$ cat src/rtl/traffic_phase_sequencer.sv
// ---------------------------------------------------------------------------
// traffic_phase_sequencer
//
// Single-clock traffic-light phase controller. It cycles
// RED -> GREEN -> YELLOW -> RED, and all phase timing counts 1 Hz ticks.
// It also provides:
//   - a latched pedestrian request that can cut GREEN short once MIN_GREEN
//     ticks of GREEN have elapsed
//   - a walk lamp that is lit during RED
//   - a flashing-red night mode
//
// Ports
//   clk          system clock; every state change happens on its rising edge
//   reset        asynchronous, active-high reset
//   tick         single-cycle enable, one per second
//   btn          pedestrian button (asynchronous level input)
//   night        night-mode select, synchronous to clk
//   lights       00 off, 01 red, 10 green, 11 yellow (registered)
//   walk         pedestrian walk lamp (registered)
//   req_pending  a pedestrian request is latched and not yet served
//   phase_cnt    ticks elapsed in the current phase
// ---------------------------------------------------------------------------
module traffic_phase_sequencer #(
  parameter int RED_LEN    = 10,
  parameter int GREEN_LEN  = 10,
  parameter int YELLOW_LEN = 2,
  parameter int MIN_GREEN  = 3,
  parameter int CNT_W      = 5
) (
  input  logic             clk,
  input  logic             reset,
  input  logic             tick,
  input  logic             btn,
  input  logic             night,
  output logic [1:0]       lights,
  output logic             walk,
  output logic             req_pending,
  output logic [CNT_W-1:0] phase_cnt
);

  typedef enum logic [2:0] {
    S_INIT   = 3'd0,
    S_RED    = 3'd1,
    S_GREEN  = 3'd2,
    S_YELLOW = 3'd3,
    S_FLASH  = 3'd4
  } state_t;

  localparam logic [CNT_W-1:0] RED_LAST    = CNT_W'(RED_LEN - 1);
  localparam logic [CNT_W-1:0] GREEN_LAST  = CNT_W'(GREEN_LEN - 1);
  localparam logic [CNT_W-1:0] YELLOW_LAST = CNT_W'(YELLOW_LEN - 1);
  localparam logic [CNT_W-1:0] MIN_LAST    = CNT_W'(MIN_GREEN - 1);

  localparam logic [1:0] L_OFF    = 2'b00;
  localparam logic [1:0] L_RED    = 2'b01;
  localparam logic [1:0] L_GREEN  = 2'b10;
  localparam logic [1:0] L_YELLOW = 2'b11;

  state_t           state_q, state_d;
  logic [CNT_W-1:0] cnt_q, cnt_d;
  logic [1:0]       lights_q, lights_d;
  logic             walk_q, walk_d;
  logic             req_q, req_d;
  logic             sync1_q, sync2_q, prev_q;
  logic             btn_edge;

  assign lights      = lights_q;
  assign walk        = walk_q;
  assign req_pending = req_q;
  assign phase_cnt   = cnt_q;

  always_comb begin
    state_d  = state_q;
    cnt_d    = cnt_q;
    lights_d = lights_q;
    walk_d   = walk_q;
    req_d    = req_q;

    // Rising edge of the synchronised button. This is evaluated every clk,
    // independent of tick.
    btn_edge = sync2_q & ~prev_q;

    // The walk lamp is already on in RED, so a press there is not latched.
    if (btn_edge && (state_q != S_RED)) begin
      req_d = 1'b1;
    end

    if (tick) begin
      if (night && (state_q != S_FLASH)) begin
        state_d = S_FLASH;
        cnt_d   = '0;
      end else if (state_q == S_FLASH) begin
        cnt_d = '0;
        if (!night) begin
          state_d = S_RED;
        end
      end else begin
        case (state_q)
          S_INIT: begin
            state_d = S_RED;
            cnt_d   = '0;
          end
          S_RED: begin
            if (cnt_q == RED_LAST) begin
              state_d = S_GREEN;
              cnt_d   = '0;
            end else begin
              cnt_d = cnt_q + 1'b1;
            end
          end
          S_GREEN: begin
            // A pending request ends GREEN early, but only after the
            // minimum green time has elapsed.
            if ((req_q && (cnt_q >= MIN_LAST)) || (cnt_q == GREEN_LAST)) begin
              state_d = S_YELLOW;
              cnt_d   = '0;
            end else begin
              cnt_d = cnt_q + 1'b1;
            end
          end
          S_YELLOW: begin
            if (cnt_q == YELLOW_LAST) begin
              state_d = S_RED;
              cnt_d   = '0;
            end else begin
              cnt_d = cnt_q + 1'b1;
            end
          end
          default: begin
            state_d = S_INIT;
            cnt_d   = '0;
          end
        endcase
      end

      case (state_d)
        S_RED:    lights_d = L_RED;
        S_GREEN:  lights_d = L_GREEN;
        S_YELLOW: lights_d = L_YELLOW;
        S_FLASH: begin
          // Entering FLASH shows red. After that, red blinks on every tick.
          if (state_q != S_FLASH) begin
            lights_d = L_RED;
          end else begin
            lights_d = (lights_q == L_RED) ? L_OFF : L_RED;
          end
        end
        default:  lights_d = L_OFF;
      endcase

      walk_d = (state_d == S_RED);

      // The YELLOW -> RED transition is the one that serves a request, so it
      // clears the latch. It also wins over a same-edge button press. A RED
      // reached from FLASH or INIT keeps the request, and the request is
      // then served in the following GREEN.
      if ((state_q == S_YELLOW) && (state_d == S_RED)) begin
        req_d = 1'b0;
      end
    end
  end

  always_ff @(posedge clk or posedge reset) begin
    if (reset) begin
      state_q  <= S_INIT;
      cnt_q    <= '0;
      lights_q <= L_OFF;
      walk_q   <= 1'b0;
      req_q    <= 1'b0;
      sync1_q  <= 1'b0;
      sync2_q  <= 1'b0;
      prev_q   <= 1'b0;
    end else begin
      state_q  <= state_d;
      cnt_q    <= cnt_d;
      lights_q <= lights_d;
      walk_q   <= walk_d;
      req_q    <= req_d;
      sync1_q  <= btn;
      sync2_q  <= sync1_q;
      prev_q   <= sync2_q;
    end
  end

endmodule

$ cat config.mk
export PLATFORM = sky130hd
export DESIGN_NAME = traffic_phase_sequencer
export DESIGN_NICKNAME = d
export VERILOG_FILES = /design/src/rtl/traffic_phase_sequencer.sv
export SDC_FILE = /design/constraint.sdc
export NUM_CORES = 1
export LEC_CHECK = 0
export CORE_MARGIN = 1.5
export CORE_UTILIZATION = 53
export CTS_CLUSTER_DIAMETER = 40
export CTS_CLUSTER_SIZE = 28
export DETAILED_ROUTE_END_ITERATION = 6
export PLACE_DENSITY = 0.88
export SLEW_MARGIN = 20
export SYNTH_ARGS = -nofsm -noshare
export SYNTH_HDL_FRONTEND = slang
export SYNTH_SLANG_ARGS = --single-unit
$ cat constraint.sdc
create_clock -name clk -period 2.3 [get_ports clk]
set_input_delay 0.46 -clock clk [delete_from_list [all_inputs] [get_ports clk]]
set_output_delay 0.46 -clock clk [all_outputs]
set_load 0.01 [all_outputs]
# After elaboration in Yosys (flattened, before gate mapping)
# Index checks and enable logic that the tools add are counted.
[totals]
register_bits = 15
inputBits = 5
output_inout_bits = 9
word_cells = 51
[op_classes]
n_addsub = 1
n_lt_le_gt_ge = 1
eq_ne = 13
n_mux = 20
bitwise = 2
reduce_logical = 6
[op_table]
columns = ["op", "n"]
rows = [
  ["$mux 5", 5],
  ["$mux 3", 7],
  ["$pmux 5 s3", 1],
  ["$eq 3x2->1 const B", 4],
  ["$pmux 3 s4", 1],
  ["$pmux 2 s4", 1],
  ["$eq 3x1->1 const B", 2],
  ["$eq 3x3->1 const B", 2],
  ["$add 5x1->5 const B", 1],
  ["$eq 5x1->1 const B", 1],
  ["$eq 5x4->1 const B", 1],
  ["$ge 5x2->1 const B", 1],
  ["$mux 1", 5],
  ["$logic_and 1x1->1", 4],
  ["$logic_not 3->1", 1],
  ["$ne 3x1->1 const B", 1],
  ["$ne 3x3->1 const B", 1],
  ["$eq 2x1->1 const B", 1],
  ["$and 1x1->1", 1],
  ["$logic_or 1x1->1", 1],
  ["$not 1->1", 1],
]

# Logic depth before layout (Yosys ltp)
[logic_depth]
word_depth = 12
ltp_mapped = 6
ltp_nobuf = 6

# Worst setup path before layout
# OpenSTA, ideal clock, no wires.
[synth_path]
kind = "register -> register"
from = "register cnt_q[1] (netlist: phase_cnt[1])"
to = "register req_q (netlist: req_pending)"
setup_time_ns = 0.121
t_arrival_ns = 1.519
required_time_ns = 2.179
setup_slack_ns = 0.660
path_stages_with_launch = 6
n_path_buf = 0
synth_period_minus_slack_ns = 1.640
path_cell_list = "dfrtp_1 -> inv_1 -> ha_1 -> and4bb_1 -> or4b_1 -> o22a_1"
[synth_between]
elab_chain_cells = 12
word_cells_on_any_way = 16
cone_classes = "1 x order compare; 3 x eq/ne; 9 x mux; 3 x reduce/logical"
[synth_lines]
columns = ["item", "line_no", "rtl"]
rows = [
  ["start: declaration", "60", "logic [CNT_W-1:0] cnt_q, cnt_d;"],
  ["start signal: assignment", "175", "cnt_q <= cnt_d;"],
  ["$ge 5x2->1", "114", "if ((req_q && (cnt_q >= MIN_LAST)) || (cnt_q == GREEN_LAST)) begin"],
  ["$logic_and 1x1->1", "114", ""],
  ["$logic_or 1x1->1", "114", ""],
  ["$mux 3", "114", ""],
  ["$pmux 3 s4 *", "98", "case (state_q)"],
  ["$mux 3 *", "92", "end else if (state_q == S_FLASH) begin"],
  ["$mux 3 *", "89", "if (night && (state_q != S_FLASH)) begin"],
  ["$mux 3 *", "88", "if (tick) begin"],
  ["$eq 3x1->1 *", "157", "if ((state_q == S_YELLOW) && (state_d == S_RED)) begin"],
  ["$logic_and 1x1->1 *", "157", ""],
  ["$mux 1 *", "157", ""],
  ["$mux 1 *", "88", ""],
  ["named net req_d", "63", "logic req_q, req_d;"],
  ["end signal: assignment", "178", "req_q <= req_d;"],
  ["end: declaration", "63", ""],
]
# Mark *: on every way through the listed nets, which the timed path passes. The rest lies on a longest branch. The select of a mux whose other input is x is not followed.
# A chain may end at the register's enable or synchronous reset.

# Worst setup path in the final report
[layout_path]
from = "register cnt_q[2] (netlist: phase_cnt[2])"
to = "output phase_cnt[2]"
[layout_lines]
columns = ["item", "line_no", "rtl"]
rows = [
  ["end: declaration", "38", "output logic [CNT_W-1:0] phase_cnt"],
]
# No word-level cell between the ends.

==> run metrics <==
placed inst area=926 sq um; max-slew violation count=0; syn_area_per_cell=10.2 sq um; Die Outline Area=1700 sq um; PD cells=about 570 nW/um^2; Final TNS setup=0 ns; num rows=13; Tot GR Track Use=about a quarter; Design Area, Final=about 950 sq um; final hold vios=0; post-synthesis sequential area ratio=~48%; initial antenna violation count=0; Max Fclk=approximately 540 MHz; delay-heaviest family, CP=buffers and inverters; # Post-CTS Setup Buffers=0; height of the die=around 41 microns; top post-synthesis cells by area=dfrtp_1 (48%), ha_1 (4.8%), inv_1 (3.9%), nand2b_1 (3.2%), o21ai_0 (3.2%); DR DRC count=0; cell count of the worst reg-to-reg path=6; DRT met1 WL=747 microns; P_leak=0.408 nW; CTS tree=done; worst min path class=reg -> reg; via count=667; initial DRC count=23; post_cts resized=0; post-route ant nets=0; total power=539 uW; routed wl met3=72 microns; Clock Sinks=15; worst slew pin tran=about 0.54 ns; Clock Tree Buf Depth=2; routability cong.=0.815; CP Capture Type=output pin; WL final=1610 microns; Final Cycle Share=80.3%; critical path launch point type=flop; hold path cells=0; antenna diode count=0; Critical Path RT=1.84 ns; met2 WL=747 microns; core area=1330 sq um; WS Path Type=reg -> out; worst path cell trace=clkdlybuf4s50_1; H-Tree Depth=1; share of the synthesized area in the top cell type=48.3%; later-pin clock latency in the skew report=between 0.2 and 0.3 ns; Post-Syn Area=about 780 sq um; syn_nets=84; Yosys warning count=0; Port Buf Inserts=13; vias in the first global route=572; Cells after Synth=76; Synth Register Bits=15; Avg WL per Cell=15.1 microns; Pre-antenna DRT Iters=4; Worst Path Buf+Inv=1; Levels on crit path=1; global-route wire length before repair=2470 microns; largest net degree at the start of global routing=16; unrepaired setup endpoints after global routing=no; CTS root buf=clkbuf_4; Reg clk slew, reported paths=0.10 ns; Max stage delay cell, worst path=clkdlybuf4s50_1; Largest stage delay, worst path=0.59 ns; Arr. time, crit path=1.39 ns; fin crit period=roughly 1.8 ns; maximum VDD drop=0.403 mV; final setup vio count=0; layout cells sized above 1=under 10%; Worst slew margin=a little under two thirds; Initial Utilization=58.3%; top layer in use=met4; synth unique cells=29; nets=just over 100; vias per inst=between 6 and 7; Area growth syn-to-layout=22.7%; area leader, netlist=dfrtp_1; max-cap viol count=0; Max Fanout on Critical Path=9; outcome=complete, no violations; TritonCTS Buffers=3; DP HPWL=1170 microns; GRT Residual Overflow=0; Die Wd=41.3 microns; IO Count=14; Setup Skew=0.0100 ns; Hold-fix buffers, CTS=0
layout by cell type (no fill, tap or decap), drive strengths merged, types with 2 or more instances in the layout:
| master | instances |
|---|---|
| nand2 | 3 |
| o22ai | 3 |
| inv | 8 |
| mux2i | 2 |
| nor3b | 2 |
| clkbuf | 3 |
| nor2 | 5 |
| clkdlybuf4s50 | 13 |
| a211oi | 2 |
| dfrtp | 15 |
| nand2b | 4 |
| nand3 | 4 |
| xor2 | 2 |
| ha | 3 |
| or2 | 2 |
| o21ai | 5 |
metal layers:
| layer | GRT usage (%) | vias up |
|---|---|---|
| met4 | 13.7 | 0 |
| met5 | 0 | - |
| met3 | 6.38 | 8 |
| met2 | 34.8 | 23 |
| li1 | - | 303 |
| met1 | 30.1 | 333 |
per-stage QoR:
step,hold WS [ns],utilization (%),instances,setup WS (ns)
final,0.351,71.5,107,0.453
after detailed placement,0.337,69.4,103,0.235
after CTS,0.355,71.5,107,0.464
after global routing,0.370,71.5,107,0.331
after floorplan,0.331,-,76,0.660
after global placement,0.346,69.4,103,0.281
flip-flops by register name, indices dropped and copies added, names as in the netlist:
signal	cells
phase_cnt	5
state_q	3
lights	2
prev_q	1
req_pending	1
sync1_q	1
sync2_q	1
walk	1
where the power goes:
part           internal [mW]  switching (mW)  leakage [nW]  total, mW
combinational         0.0448          0.0439         0.201     0.0887
sequential             0.280          0.0157         0.190      0.296
clock                 0.0647          0.0902        0.0177      0.155
path summary, 6_finish.rpt:
check	startpoint	end	slack, ns
worst min-delay path	sync1_q	sync2_q	0.35
max in group asynchronous	reset	phase_cnt[3]	1.44
worst max-delay path	phase_cnt[2]	phase_cnt[2]	0.45
worst min register to register	sync1_q	sync2_q	0.35
worst max register to register	phase_cnt[0]	phase_cnt[3]	0.47
min in group asynchronous	reset	lights[1]	0.50
cell families after synthesis:
group,after synthesis,share of synthesized area (%)
DFF,15,48.3
adders and majority gates,3,4.83
xor gates and xnor gates,2,2.25
buffers and inverters,10,4.83
and+or+nand+nor,24,19.2
muxes,2,2.58
AOI/OAI and AO/OA,20,18.0
synthesized netlist by cell type:
cell / count
a41o_1: 1
o21ai_0: 5
or2_2: 2
nor2_1: 5
nand2_1: 3
or3b_4: 1
xor2_1: 2
a21oi_1: 1
nor4_2: 1
o2bb2ai_1: 1
o22a_1: 1
clkbuf_1: 2
o31a_1: 1
inv_1: 8
ha_1: 3
a211oi_1: 2
mux2i_1: 2
o2111ai_1: 1
or4b_1: 1
o22ai_1: 3
nor3b_1: 2
nand3_1: 4
a221oi_1: 1
a21o_1: 1
dfrtp_1: 15
a31oi_1: 1
a31o_1: 1
and4bb_1: 1
nand2b_1: 4
final cells by class:
| type | instances | area, sq um |
|---|---|---|
| clock inverter | 1 | 5.00 |
| fill | 94 | 380 |
| timing repair buffer | 14 | 138 |
| sequential | 15 | 375 |
| inverter | 8 | 30.0 |
| clock buffer | 3 | 22.5 |
| tap | 15 | 18.8 |
| multi-input combinational | 51 | 364 |
(Power assumes the default switching activity.)
